**config.mk**
```make
export PLATFORM = sky130hd
export DESIGN_NAME = proc_core_param
export DESIGN_NICKNAME = d
export VERILOG_FILES = /design/src/rtl/proc_pkg.sv /design/src/rtl/proc_core_param_alu.sv /design/src/rtl/proc_core_param.sv
export SDC_FILE = /design/constraint.sdc
export NUM_CORES = 1
export LEC_CHECK = 0
export ABC_AREA = 0
export CAP_MARGIN = 20
export CORE_MARGIN = 4
export CORE_UTILIZATION = 60
export CTS_CLUSTER_SIZE = 40
export DETAILED_ROUTE_END_ITERATION = 12
export PLACE_DENSITY = 0.78
export SLEW_MARGIN = 30
export SYNTH_ARGS = -nofsm -noshare
export SYNTH_HDL_FRONTEND = slang
export SYNTH_SLANG_ARGS = --single-unit
export TNS_END_PERCENT = 20
```
**constraint.sdc**
```tcl
create_clock -name clk -period 13.5 [get_ports clk]
set_clock_uncertainty 0.1 [all_clocks]
set_input_delay 2.7 -clock clk [delete_from_list [all_inputs] [get_ports clk]]
set_output_delay 2.7 -clock clk [all_outputs]
set_load 0.1 [all_outputs]
```
**src/rtl/proc_pkg.sv**
```systemverilog
// Shared types and instruction-field helpers for the parametrised processor core.
package proc_pkg;

   typedef enum logic [3:0] {
      OP_NOP   = 4'd0,
      OP_ADD   = 4'd1,
      OP_SUB   = 4'd2,
      OP_AND   = 4'd3,
      OP_OR    = 4'd4,
      OP_LOAD  = 4'd5,
      OP_STORE = 4'd6,
      OP_MOV   = 4'd7,
      OP_LDI   = 4'd8
   } opcode_e;

   typedef enum logic [1:0] {
      S_IDLE = 2'd0,
      S_EXEC = 2'd1,
      S_WB   = 2'd2
   } state_e;

   // Highest defined opcode; anything above retires as an illegal NOP.
   localparam logic [3:0] OP_LAST = 4'd8;

   // Extract a w-bit field starting at lsb from an instruction word.
   function automatic logic [31:0] field(input logic [31:0] word, input int unsigned lsb,
                                         input int unsigned w);
      return (word >> lsb) & ((32'd1 << w) - 32'd1);
   endfunction

   // Word layout is {opcode, rd, rs, addr}.
   function automatic logic [31:0] instr_op(input logic [31:0] word, input int unsigned ra_w,
                                            input int unsigned ma_w);
      return field(word, 2 * ra_w + ma_w, 4);
   endfunction

   function automatic logic [31:0] instr_rd(input logic [31:0] word, input int unsigned ra_w,
                                            input int unsigned ma_w);
      return field(word, ra_w + ma_w, ra_w);
   endfunction

   function automatic logic [31:0] instr_rs(input logic [31:0] word, input int unsigned ra_w,
                                            input int unsigned ma_w);
      return field(word, ma_w, ra_w);
   endfunction

   function automatic logic [31:0] instr_addr(input logic [31:0] word, input int unsigned ma_w);
      return field(word, 0, ma_w);
   endfunction

endpackage

```
**src/rtl/proc_core_param_alu.sv**
```systemverilog
// Combinational ALU: two-operand arithmetic/logic plus the flag results.
module proc_alu
   import proc_pkg::*;
#(
   parameter int DATA_W = 8
) (
   input  opcode_e           op,
   input  logic [DATA_W-1:0] a,
   input  logic [DATA_W-1:0] b,
   output logic [DATA_W-1:0] result,
   output logic              carry,
   output logic              zero,
   output logic              updates_flags
);

   logic [DATA_W:0] ext;

   // One extra bit on ADD/SUB gives carry-out and borrow directly.
   always_comb begin
      ext           = '0;
      result        = '0;
      carry         = 1'b0;
      updates_flags = 1'b0;
      case (op)
         OP_ADD: begin
            ext           = {1'b0, a} + {1'b0, b};
            result        = ext[DATA_W-1:0];
            carry         = ext[DATA_W];
            updates_flags = 1'b1;
         end
         OP_SUB: begin
            ext           = {1'b0, a} - {1'b0, b};
            result        = ext[DATA_W-1:0];
            carry         = ext[DATA_W];
            updates_flags = 1'b1;
         end
         OP_AND: begin
            result        = a & b;
            updates_flags = 1'b1;
         end
         OP_OR: begin
            result        = a | b;
            updates_flags = 1'b1;
         end
         OP_MOV:  result = b;
         default: result = '0;
      endcase
      zero = (result == '0);
   end

endmodule

```
**src/rtl/proc_core_param.sv**
```systemverilog
// Multi-cycle processor core: IDLE -> EXEC -> WB, register file and data memory in flops.
module proc_core_param
   import proc_pkg::*;
#(
   parameter  int DATA_W    = 8,
   parameter  int NREG      = 4,
   parameter  int MEM_DEPTH = 16,
   localparam int RA_W      = $clog2(NREG),
   localparam int MA_W      = $clog2(MEM_DEPTH),
   localparam int INSTR_W   = 4 + 2 * RA_W + MA_W
) (
   input  logic               clk,
   input  logic               rst,
   input  logic               instr_valid,
   output logic               instr_ready,
   input  logic [INSTR_W-1:0] instr,
   output logic               done,
   output logic               illegal,
   output logic [DATA_W-1:0]  alu_result_debug,
   output logic               flag_zero,
   output logic               flag_carry,
   input  logic [RA_W-1:0]    dbg_sel,
   output logic [DATA_W-1:0]  dbg_data
);

   state_e              state_q, state_d;
   logic [INSTR_W-1:0]  instr_q, instr_d;
   logic [DATA_W-1:0]   regs_q [NREG];
   logic [DATA_W-1:0]   regs_d [NREG];
   logic [DATA_W-1:0]   mem_q  [MEM_DEPTH];
   logic [DATA_W-1:0]   mem_d  [MEM_DEPTH];
   logic [DATA_W-1:0]   res_q, res_d;
   logic                alu_c_q, alu_c_d, alu_z_q, alu_z_d, alu_u_q, alu_u_d;
   logic                fz_q, fz_d, fc_q, fc_d;
   logic                done_q, done_d, ill_q, ill_d;

   logic [31:0]         iw;
   logic [3:0]          op_raw;
   opcode_e             op;
   logic [RA_W-1:0]     rd, rs;
   logic [MA_W-1:0]     addr;
   logic [DATA_W-1:0]   alu_res;
   logic                alu_c, alu_z, alu_u;
   logic                writes_rd;

   // Decode the latched instruction word.
   always_comb begin
      iw     = 32'(instr_q);
      op_raw = 4'(instr_op(iw, RA_W, MA_W));
      op     = opcode_e'(op_raw);
      rd     = RA_W'(instr_rd(iw, RA_W, MA_W));
      rs     = RA_W'(instr_rs(iw, RA_W, MA_W));
      addr   = MA_W'(instr_addr(iw, MA_W));
   end

   proc_alu #(.DATA_W(DATA_W)) u_alu (
      .op            (op),
      .a             (regs_q[rd]),
      .b             (regs_q[rs]),
      .result        (alu_res),
      .carry         (alu_c),
      .zero          (alu_z),
      .updates_flags (alu_u)
   );

   // State register.
   always_ff @(posedge clk or posedge rst) begin
      if (rst) state_q <= S_IDLE;
      else     state_q <= state_d;
   end

   // Next-state: accept only in IDLE, then a fixed EXEC/WB sequence.
   always_comb begin
      state_d = state_q;
      case (state_q)
         S_IDLE:  if (instr_valid) state_d = S_EXEC;
         S_EXEC:  state_d = S_WB;
         S_WB:    state_d = S_IDLE;
         default: state_d = S_IDLE;
      endcase
   end

   // FSM outputs.
   always_comb begin
      instr_ready = (state_q == S_IDLE);
   end

   // Opcodes that write rd at WB.
   always_comb begin
      case (op)
         OP_ADD, OP_SUB, OP_AND, OP_OR, OP_LOAD, OP_MOV, OP_LDI: writes_rd = 1'b1;
         default:                                                writes_rd = 1'b0;
      endcase
   end

   // Datapath: latch at accept, compute in EXEC, commit architectural state in WB.
   always_comb begin
      instr_d = instr_q;
      regs_d  = regs_q;
      mem_d   = mem_q;
      res_d   = res_q;
      alu_c_d = alu_c_q;
      alu_z_d = alu_z_q;
      alu_u_d = alu_u_q;
      fz_d    = fz_q;
      fc_d    = fc_q;
      done_d  = 1'b0;
      ill_d   = 1'b0;
      case (state_q)
         S_IDLE: if (instr_valid) instr_d = instr;
         S_EXEC: begin
            if (op == OP_LOAD)     res_d = mem_q[addr];
            else if (op == OP_LDI) res_d = DATA_W'(addr);
            else                   res_d = alu_res;
            alu_c_d = alu_c;
            alu_z_d = alu_z;
            alu_u_d = alu_u;
         end
         S_WB: begin
            done_d = 1'b1;
            ill_d  = (op_raw > OP_LAST);
            if (writes_rd)       regs_d[rd] = res_q;
            if (op == OP_STORE)  mem_d[addr] = regs_q[rs];
            if (alu_u_q) begin
               fz_d = alu_z_q;
               fc_d = alu_c_q;
            end
         end
         default: ;
      endcase
   end

   // Datapath registers; reset aborts any in-flight instruction.
   always_ff @(posedge clk or posedge rst) begin
      if (rst) begin
         instr_q <= '0;
         regs_q  <= '{default: '0};
         mem_q   <= '{default: '0};
         res_q   <= '0;
         alu_c_q <= 1'b0;
         alu_z_q <= 1'b0;
         alu_u_q <= 1'b0;
         fz_q    <= 1'b0;
         fc_q    <= 1'b0;
         done_q  <= 1'b0;
         ill_q   <= 1'b0;
      end else begin
         instr_q <= instr_d;
         regs_q  <= regs_d;
         mem_q   <= mem_d;
         res_q   <= res_d;
         alu_c_q <= alu_c_d;
         alu_z_q <= alu_z_d;
         alu_u_q <= alu_u_d;
         fz_q    <= fz_d;
         fc_q    <= fc_d;
         done_q  <= done_d;
         ill_q   <= ill_d;
      end
   end

   assign done             = done_q;
   assign illegal          = ill_q;
   assign alu_result_debug = res_q;
   assign flag_zero        = fz_q;
   assign flag_carry       = fc_q;
   assign dbg_data         = regs_q[dbg_sel];

endmodule

```
### After elaboration in Yosys (flattened, before gate mapping)

Index checks and enable logic that the tools add are counted.

| word-level totals | value |
|---|---|
| bits in read-only memories | 0 |
| register bits | 189 |
| memories | 0 |
| logic and storage cells | 94 |
| input port bits | 17 |
| bits in latches | 0 |
| output and inout bits | 21 |
| memory bits (writable) | 0 |

| cells by class | value |
|---|---|
| multipliers | 0 |
| bitwise operators | 6 |
| equal/unequal tests | 11 |
| order comparisons | 7 |
| reduce and logical (&&, ||, !) cells | 10 |
| shift operators | 0 |
| add/subtract/negate cells | 2 |
| divide/modulo/power cells | 0 |
| muxes and demuxes | 28 |

Operator list:

| kind | number |
|---|---|
| $bwmux W128 | 1 |
| $mux W8 | 12 |
| $bmux W8 S2 | 3 |
| $pmux W8 S5 | 1 |
| $bmux W8 S4 | 1 |
| $bwmux W32 | 1 |
| $demux W8 S4 | 1 |
| $demux W8 S2 | 1 |
| $eq A4 B3 Y1 const B | 4 |
| $add A8 B8 Y9 | 1 |
| $ge A3 B3 Y1 const B | 3 |
| $not A2 Y3 | 3 |
| $sub A8 B8 Y9 | 1 |
| $and A8 B8 Y8 | 1 |
| $eq A4 B2 Y1 const B | 2 |
| $logic_not A8 Y1 | 1 |
| $or A8 B8 Y8 | 1 |
| $reduce_and A2 Y1 | 4 |
| $reduce_or A7 Y1 | 1 |
| $ge A5 B5 Y1 const B | 1 |
| $lt A5 B1 Y1 const B | 1 |
| $not A4 Y5 | 1 |
| $eq A4 B1 Y1 const B | 1 |
| $eq A4 B4 Y1 const B | 1 |
| 12 further kinds | 16 |

### Logic depth before layout (Yosys ltp)

Gate-level depths: netlist of run 1.

| depth | value |
|---|---|
| depth in word-level cells | 8 |
| mapped depth | 13 |
| mapped depth without buffers | 12 |

### Cells and area by module

Synthesis of run 1 repeated with hierarchy kept, for this count alone.

| unflattened totals | value |
|---|---|
| cells, all modules | 734 |
| area, all modules | 10,377.5 µm² |

By module, submodules not included:

| module | times used | cells an instance | seq. area each (µm²) | area an instance (µm²) |
|---|---|---|---|---|
| proc_core_param | 1 | 571 | 4,729.5 | 9,176.3 |
| proc_alu | 1 | 163 | 0.0 | 1,201.2 |

### Worst setup path after synthesis of run 1

No wires, ideal clock.

| path | value |
|---|---|
| path type | input to output |
| start point | in dbg_sel[0] |
| end point | out dbg_data[0] |
| path buffers | 1 |
| data required time | 10.700 ns |
| arrival | 3.960 ns |
| path slack | 6.740 ns |
| cell stages on the path | 2 |
| cell sequence | clkbuf_1 mux4_2 |

| on the way | value |
|---|---|
| cells in the longest elaborated chain, start to end | 4 |

RTL lines:

| item | line | text |
|---|---|---|
| from (decl) | proc_core_param.sv:22 | `input logic [RA_W-1:0] dbg_sel,` |
| $not A2 Y3 (not written as such) | proc_core_param.sv:167 | `assign dbg_data = regs_q[dbg_sel];` |
| $bmux W8 S2 | proc_core_param.sv:167 |  |
| $mux W8 (not written as such) (2 in series) | proc_core_param.sv:167 |  |
| to (decl) | proc_core_param.sv:23 | `output logic [DATA_W-1:0] dbg_data` |

Every way passes these cells. The select of a mux whose other input is x is not followed.

### Final worst setup path of run 1

| path | value |
|---|---|
| start point | in dbg_sel[0] |
| end point | out dbg_data[1] |

The elaborated chain is that of the path after synthesis.

==> flow_metrics.env, run 1 <==
export IMPL_crit_path_cell_trace="clkdlybuf4s50_1 > mux4_2 > clkdlybuf4s50_1"
export IMPL_cts_buffers=17
export IMPL_async_flop_share_pct=100
export IMPL_dpl_hpwl_um=16500
export IMPL_antenna_left=0
export IMPL_fin_crit_sh_pct=58.6
export IMPL_layout_common_cells="dfrtp_1, nand2_1, mux2_2, mux4_2, o21ai_1"
export IMPL_cts_setup_buffers=0
export IMPL_hold_path_class="flip-flop to flip-flop"
export IMPL_cts_max_level=4
export IMPL_grt_pass1_vias=6999
export IMPL_crit_arrival_ns=5.11
export IMPL_min_from="mem_q[1]"
export IMPL_cts_sinks=189
export IMPL_clk_pin_slew_ns=0.07
export IMPL_synth_flop_cell="dfrtp_1"
export IMPL_layout_commonest_cell="dfrtp_1"
export IMPL_hold_buffers=0
export IMPL_cts_buffer_depth=2
export IMPL_hold_end="mem_q[1]"
export IMPL_max_freq_mhz=126
export IMPL_syn_avg_cell_area_sq_um=12.8
export IMPL_rows=46
export IMPL_start_util_pct=61.5
export IMPL_crit_path_max_fanout=8
export IMPL_finalCriticalPeriod_ns=7.91
export IMPL_regToRegStartpoint="instr_q[4]"
export IMPL_crit_type="input pin to primary output"
export IMPL_fin_setup_tns_ns=0
export IMPL_min_path_cells=1
export IMPL_diodes=0
export IMPL_die_width_um=136
export IMPL_io_buffers=37
export IMPL_yosysWarningCount=0
export IMPL_ir_drop_mv=0.122
export IMPL_num_vias=6602
export IMPL_worstReg2RegEnd="alu_result_debug[7]"
export IMPL_fp_dieH_um=136
export IMPL_p_leak_uw=0.00485
export IMPL_synth_seq_cells=189
export IMPL_antenna_found_initial=0
export IMPL_drive_gt1_share_pct=26.2
export IMPL_syn_inst=770
export IMPL_drtIter0Drc=807
export IMPL_setup_violations=0
export IMPL_rsz0062_at_grt="false"
export IMPL_drc=0
export IMPL_grt_use_total_pct=28.3
export IMPL_syn2layout_area_growth_pct=11.4
export IMPL_status="finished clean"
export IMPL_r2r_setup_slack_ns=9.39
export IMPL_crit_path_frequent_cell="clkdlybuf4s50_1"
export IMPL_gp_congestion=0.944
export IMPL_report_final_slew_viol_count=0
export IMPL_cts_tree="done"
export IMPL_core_area_sq_mm=0.0160
export IMPL_avgViaCountPerCell=6.54
export IMPL_crit_required_ns=10.70
export IMPL_worstRegToRegCells=10
export IMPL_pwr_density_cell_mw_per_mm2=205
export IMPL_dr_pass1_iters=5
export IMPL_cts_resized=0
export IMPL_worstMarginPinSlew_ns=1.03
export IMPL_dieArea_sq_mm=0.0185
export IMPL_yosysSeqAreaShare_pct=48.0
export IMPL_cts_root_buf="clkbuf_16"
export IMPL_synth_cell_types=63
export IMPL_finalHoldViolations=0
export IMPL_synth_nets=813
export IMPL_grt_first_pass_wirelength_um=39200
export IMPL_finalPower_uw=2240
export IMPL_synth_edf_count=0
export IMPL_layout_nets=824
export IMPL_end_kind="primary output"
export IMPL_pin_count=38
export IMPL_critPathLaunchType="input pin"
export IMPL_postRouteWirelength_um=24200
export IMPL_crit_path_top_delay_cell="clkdlybuf4s50_1"
export IMPL_critPathMaxStageDelay_ns=1.01
export IMPL_grt_max_degree=102
export IMPL_overflow=0
export IMPL_wl_per_cell_um=23.9
export IMPL_max_cap_viol_count=0
export IMPL_syn_cell_area_sq_mm=0.00984
export IMPL_slew_headroom_pct=31.2
export IMPL_clk_insertion_delay_late_ns=0.44
## metal layers
| metal | GRT usage, % | part of all wire [%] | vias up |
|---|---|---|---|
| met5 | 0 | 0 | - |
| met4 | 9.69 | 2.5 | 0 |
| met3 | 6.40 | 6.6 | 50 |
| met2 | 44.5 | 49 | 265 |
| met1 | 39.4 | 42 | 3451 |
| li1 | - | - | 2836 |
## through the flow
stage,setup WS (ns),area (sq um),std cells,hold WS (ns),util [%]
finish,5.59,11000,1010,0.388,68.6
global route,5.46,11000,1010,0.403,68.6
CTS,5.54,11000,1010,0.387,68.5
detailed placement,5.57,10300,978,0.371,64.4
global placement,5.62,10300,978,0.361,64.4
floorplan,5.56,9840,770,0.345,-
## worst max-delay path by stage
stage | to | startpoint | cells past startpoint
after floorplan | alu_c_q | rst | 1
after global placement | dbg_data[1] | dbg_sel[0] | 3
after detailed placement | dbg_data[1] | dbg_sel[0] | 3
after CTS | dbg_data[1] | dbg_sel[0] | 3
after global routing | dbg_data[1] | dbg_sel[0] | 3
final | dbg_data[1] | dbg_sel[0] | 3
## where the power goes
part | switching [uW] | internal [uW]
combinational | 597 | 328
clock | 226 | 332
sequential | 120 | 641
## flip-flops by register name (all words and copies together) (netlist names)
register	flops
done	1
alu_u_q	1
mem_q	128
alu_c_q	1
instr_q	12
regs_q	32
alu_result_debug	8
flag_carry	1
alu_z_q	1
flag_zero	1
state_q	2
illegal	1
## critical path: cells and delay by family
family	cells	cell delay [ns]
muxes	1	0.59
buffers and inverters	2	1.81
## logic make-up (layout without fill, tap and decap cells)
| logic type | Yosys count | count (layout) | share of synthesized area, % |
|---|---|---|---|
| AO/OA/AOI/OAI | 113 | 113 | 6.97 |
| XOR/XNOR | 7 | 7 | 0.623 |
| adder cells (fa/ha/maj) | 26 | 26 | 3.46 |
| buffers and inverters | 77 | 101 | 3.18 |
| flip-flops | 189 | 189 | 48.0 |
| multiplexers | 193 | 193 | 29.4 |
| AND/OR/NAND/NOR | 165 | 165 | 8.35 |
## area by class of cell
| class | instances | area [sq um] |
|---|---|---|
| Inverter | 29 | 116 |
| Timing Repair Buffer | 40 | 392 |
| Clock buffer | 21 | 480 |
| Multi-Input combinational cell | 504 | 4800 |
| Fill cell | 1143 | 5030 |
| Tap cell | 216 | 270 |
| Sequential cell | 189 | 4730 |
| Clock inverter | 11 | 179 |
## Yosys cell counts (all sizes together) (2+ instances only)
cell type | number | area share (%)
or4 | 2 | 0.15
a221oi | 3 | 0.27
a21oi | 16 | 0.81
xnor2 | 6 | 0.53
mux2i | 2 | 0.20
ha | 24 | 3.1
nand2b | 7 | 0.44
a2111oi | 2 | 0.18
and2 | 2 | 0.13
a31oi | 4 | 0.25
o22ai | 6 | 0.38
nor2b | 4 | 0.25
o21ai | 56 | 2.8
nor3b | 2 | 0.20
dfrtp | 189 | 48
or2 | 2 | 0.13
fa | 2 | 0.41
nor3 | 4 | 0.42
o21ba | 2 | 0.20
nand2 | 84 | 3.2
o2111ai | 2 | 0.18
nor4 | 2 | 0.13
inv | 29 | 1.1
o21bai | 2 | 0.15
nor2 | 35 | 1.6
mux4 | 64 | 15
clkbuf | 30 | 1.1
nor4b | 3 | 0.48
a2bb2oi | 3 | 0.27
a21o | 5 | 0.38
nand3 | 8 | 0.46
mux2 | 127 | 15
nand4 | 6 | 0.38
buf | 18 | 0.93
o211ai | 3 | 0.23
(Power assumes the default switching activity.)
==> inputs of run 2 (changes only) <==
- clock period: 13.5 -> 7.9 ns (I/O delays scaled with it)
==> flow_metrics.env, run 2 (same netlist as run 1, synthesis figures left out) <==
export IMPL_reg_largest_list="mem_q: 128 flops, regs_q: 32 flops, instr_q: 12 flops"
export IMPL_p_leak_uw=0.00482
export IMPL_layout_commonest_cell="dfrtp_1"
export IMPL_met1_usage_pct=39.4
export IMPL_hold_path_class="flip-flop to flip-flop"
export IMPL_crit_type="input pin to primary output"
export IMPL_worstRegToRegCells=10
export IMPL_fp_dieH_um=136
export IMPL_cts_max_level=4
export IMPL_regToRegStartpoint="instr_q[4]"
export IMPL_antenna_left=0
export IMPL_layout_common_cells="dfrtp_1, nand2_1, mux2_2, mux4_2, o21ai_1"
export IMPL_worstMarginPinSlew_ns=0.997
export IMPL_syn2layout_area_growth_pct=10.6
export IMPL_num_vias=6565
export IMPL_rsz0062_at_grt="false"
export IMPL_max_cap_viol_count=0
export IMPL_start_util_pct=61.5
export IMPL_critPathLaunchType="input pin"
export IMPL_hold_end="mem_q[105]"
export IMPL_gp_congestion=0.947
export IMPL_cts_sinks=189
export IMPL_busiest_layer="met2"
export IMPL_diodes=0
export IMPL_fin_crit_sh_pct=71.6
export IMPL_placed_cell_area_sq_mm=0.0103
export IMPL_pin_count=38
export IMPL_slew_headroom_pct=33.3
export IMPL_pwr_density_cell_mw_per_mm2=341
export IMPL_die_width_um=136
export IMPL_globalRouteMet2Util_pct=44.6
export IMPL_cts_resized=0
export IMPL_hold_buffers=0
export IMPL_io_buffers=37
export IMPL_wl_per_cell_um=23.6
export IMPL_avgViaCountPerCell=6.50
export IMPL_clk_insertion_delay_late_ns=0.44
export IMPL_min_from="mem_q[105]"
export IMPL_dpl_hpwl_um=16200
export IMPL_dieArea_sq_mm=0.0185
export IMPL_drc=0
export IMPL_min_path_cells=2
export IMPL_cts_buffer_depth=2
export IMPL_overflow=0
export IMPL_nFillCells=1179
export IMPL_worstReg2RegEnd="alu_z_q"
export IMPL_grt_use_met3_pct=5.37
export IMPL_grt_first_pass_wirelength_um=38800
export IMPL_layout_nets=825
export IMPL_grt_max_degree=112
export IMPL_crit_arrival_ns=3.97
export IMPL_cts_root_buf="clkbuf_16"
export IMPL_grt_pass1_vias=6937
export IMPL_postRouteWirelength_um=23800
export IMPL_crit_required_ns=6.22
export IMPL_drtIter0Drc=700
export IMPL_clk_pin_slew_ns=0.06
export IMPL_status="finished clean"
export IMPL_cts_tree="done"
export IMPL_finalCriticalPeriod_ns=5.65
export IMPL_antenna_found_initial=0
export IMPL_dr_pass1_iters=6
export IMPL_cts_setup_buffers=0
export IMPL_postLayoutCellArea_sq_mm=0.0109
export IMPL_end_kind="primary output"
export IMPL_ir_drop_mv=0.235
export IMPL_setup_violations=0
export IMPL_max_freq_mhz=177
export IMPL_cts_buffers=17
export IMPL_largest_register_ffs=128
export IMPL_fin_setup_tns_ns=0
export IMPL_report_final_slew_viol_count=0
export IMPL_grt_use_total_pct=27.9
export IMPL_drive_gt1_share_pct=25.9
export IMPL_finalPower_uw=3720
export IMPL_core_area_sq_mm=0.0160
export IMPL_crit_path_max_fanout=8
export IMPL_top_register="mem_q"
export IMPL_finalHoldViolations=0
export IMPL_r2r_setup_slack_ns=3.91
export IMPL_rows=46
## run 2: changes by cell type in the layout (fill, tap and decap cells not counted), sizes merged
cell	before	now
bufinv	4	1
clkbuf	21	20
clkdlybuf4s50	36	37
clkinv	2	4
clkinvlp	3	2
inv	31	33
## run 2: per-layer routing
| layer | vias to the layer above | wire length [um] |
|---|---|---|
| li1 | 2856 | - |
| met1 | 3415 | 10100 |
| met2 | 254 | 11800 |
| met3 | 40 | 1370 |
| met4 | 0 | 561 |
| met5 | - | 0 |
## run 2: worst max-delay path: stages
cell	delay (ns)
clkdlybuf4s50_1	0.80
mux4_2	0.58
clkdlybuf4s50_1	1.00
## run 2: where the power goes
group          switching [uW]  internal (uW)  total (uW)  leakage (uW)
combinational            1000            561        1570       0.00197
sequential                220           1100        1320       0.00257
clock                     380            454         834      0.000276
total                    1600           2110        3720       0.00482
## run 2: per-stage QoR
stage	util, %	hold WS, ns	instances	setup WS [ns]
after floorplan	-	0.345	770	1.08
after global placement	64.5	0.362	979	2.26
after detailed placement	64.5	0.369	979	2.18
after CTS	68.0	0.385	1010	2.18
after global routing	68.0	0.403	1010	2.10
final	68.0	0.382	1010	2.25
## run 2: worst max-delay path by stage
| stage | from | to | slack, ns |
|---|---|---|---|
| 2_1_floorplan | rst | alu_c_q | 1.08 |
| 3_3_place_gp | dbg_sel[0] | dbg_data[1] | 2.26 |
| 3_5_place_dp | dbg_sel[0] | dbg_data[2] | 2.18 |
| 4_1_cts | dbg_sel[0] | dbg_data[2] | 2.18 |
| 5_1_grt | dbg_sel[0] | dbg_data[2] | 2.10 |
| 6_report | dbg_sel[0] | dbg_data[2] | 2.25 |
## run 2: final cells by class
type / instances / area, sq um / share of cell area [%]
clock buffer: 20 / 457 / 4.19
clock inverter: 11 / 109 / 1.00
inverter: 29 / 116 / 1.07
multi-input combinational: 504 / 4800 / 44.1
sequential: 189 / 4730 / 43.4
tap: 216 / 270 / 2.48
timing repair buffer: 41 / 404 / 3.71
==> inputs of run 3 (changes only) <==
- CORE_UTILIZATION: 60 -> 55
- PLACE_DENSITY: 0.78 -> 0.75
- clock period: 7.9 -> 5.02 ns (I/O delays scaled with it)
==> flow_metrics.env, run 3 (same netlist as run 1, synthesis figures left out) <==
export IMPL_p_leak_uw=0.00483
export IMPL_clk_insertion_delay_late_ns=0.44
export IMPL_max_freq_mhz=257
export IMPL_wl_per_cell_um=24.0
export IMPL_dpl_hpwl_um=17100
export IMPL_layout_common_cells="dfrtp_1, nand2_1, mux2_2, mux4_2, o21ai_1"
export IMPL_drtIter0Drc=588
export IMPL_dr_pass1_iters=6
export IMPL_top_register="mem_q"
export IMPL_dieArea_sq_mm=0.0201
export IMPL_start_util_pct=56.5
export IMPL_critPathLaunchType="flip-flop"
export IMPL_num_vias=6538
export IMPL_cts_max_level=4
export IMPL_fp_dieH_um=142
export IMPL_fin_crit_sh_pct=77.4
export IMPL_status="finished clean"
export IMPL_antenna_found_initial=0
export IMPL_setup_violations=0
export IMPL_crit_path_top_delay_cell="mux4_2"
export IMPL_instances_no_fill=1021
export IMPL_syn2layout_area_growth_pct=10.8
export IMPL_pin_count=38
export IMPL_crit_type="flip-flop to flip-flop"
export IMPL_end_kind="flip-flop"
export IMPL_antenna_left=0
export IMPL_ir_drop_mv=0.398
export IMPL_grt_first_pass_wirelength_um=39500
export IMPL_cts_sinks=189
export IMPL_grt_pass1_vias=6789
export IMPL_r2r_setup_slack_ns=1.13
export IMPL_critical_path_top_delay_family="compound AO/OA/AOI/OAI gates"
export IMPL_io_buffers=37
export IMPL_pwr_density_cell_mw_per_mm2=534
export IMPL_critical_path_depth=10
export IMPL_postRouteWirelength_um=24500
export IMPL_crit_path_cell_trace="mux4_2 > inv_1 > ha_1 > nor2_1 > a221oi_1 > o221ai_1 > o21ba_2 > a32oi_1 > nor4_1 > a32o_1"
export IMPL_layout_nets=827
export IMPL_clk_pin_slew_ns=0.07
export IMPL_largest_register_ffs=128
export IMPL_cts_setup_buffers=0
export IMPL_drive_gt1_share_pct=26.9
export IMPL_worstRegToRegCells=10
export IMPL_drc=0
export IMPL_overflow=0
export IMPL_crit_required_ns=5.23
export IMPL_grt_max_degree=59
export IMPL_min_from="alu_u_q"
export IMPL_rows=48
export IMPL_reg_largest_list="mem_q: 128 flops, regs_q: 32 flops, instr_q: 12 flops"
export IMPL_cts_buffers=17
export IMPL_diodes=0
export IMPL_report_final_slew_viol_count=0
export IMPL_worstReg2RegEnd="alu_z_q"
export IMPL_die_width_um=142
export IMPL_avgViaCountPerCell=6.40
export IMPL_core_area_sq_mm=0.0174
export IMPL_fin_setup_tns_ns=0
export IMPL_crit_path_max_fanout=13
export IMPL_cts_root_buf="clkbuf_16"
export IMPL_regToRegStartpoint="instr_q[4]"
export IMPL_slew_headroom_pct=33.9
export IMPL_max_cap_viol_count=0
export IMPL_rsz0062_at_grt="false"
export IMPL_crit_arrival_ns=4.10
export IMPL_hold_buffers=0
export IMPL_worst_path_buf_inv=1
export IMPL_final_core_util_pct=62.6
export IMPL_cts_buffer_depth=2
export IMPL_worstMarginPinSlew_ns=0.992
export IMPL_nFillCells=1363
export IMPL_grt_use_total_pct=25.9
export IMPL_hold_path_class="flip-flop to flip-flop"
export IMPL_cts_resized=0
export IMPL_finalCriticalPeriod_ns=3.89
export IMPL_crit_start="instr_q[4]"
export IMPL_cts_tree="done"
export IMPL_crit_path_end="alu_z_q"
export IMPL_dp_cells=990
export IMPL_critPathMaxStageDelay_ns=0.75
export IMPL_layout_commonest_cell="dfrtp_1"
export IMPL_finalHoldViolations=0
export IMPL_gp_congestion=0.956
export IMPL_hold_slack_ns=0.386
## run 3: changes by cell type in the layout (fill, tap and decap cells not counted), sizes merged
cell | previous run | this run
clkdlybuf4s50 | 37 | 29
inv | 33 | 31
clkinv | 4 | 3
clkbuf | 20 | 21
buf | 4 | 14
clkinvlp | 2 | 4
## run 3: metal layers
metal,vias to the layer above,global-route usage (%),routed length [um]
met4,0,6.57,454
met3,39,4.95,1310
li1,2850,-,-
met2,230,41.2,12100
met5,-,0,0
met1,3419,37.2,10600
## run 3: where the power goes
group	switching, uW	internal [uW]	leakage, uW
combinational	1560	879	0.00200
clock	601	705	0.000265
sequential	360	1720	0.00257
## run 3: worst min path at each step
stage / slack, ns / endpoint / cells after the start
2_1_floorplan: 0.35 / mem_q[31] / 2
3_3_place_gp: 0.36 / mem_q[65] / 1
3_5_place_dp: 0.37 / mem_q[108] / 2
4_1_cts: 0.39 / mem_q[108] / 2
5_1_grt: 0.41 / mem_q[111] / 2
6_report: 0.39 / alu_u_q / 2
## run 3: metrics by stage
step	total power (uW)	setup slack [ns]	instance area, sq um
final	5830	1.13	10900
after global routing	6130	0.902	10900
after CTS	5820	1.19	10900
after detailed placement	4520	1.19	10300
after global placement	4460	1.27	10300
after floorplan	3880	1.48	9850
## run 3: tightest hold or removal path: stages (launching register included)
cell     delay, ns
dfrtp_1       0.35
nand2_1       0.05
o31ai_1       0.06
## run 3: cell type report
class | instances | area [sq um] | share of cell area, %
clock inverters | 10 | 111 | 1.02
multi-input cells | 504 | 4800 | 44.0
clock buffers | 21 | 450 | 4.13
repair buffers | 43 | 420 | 3.85
flip-flops and latches | 189 | 4730 | 43.4
inverters | 29 | 113 | 1.03
well taps | 225 | 282 | 2.58
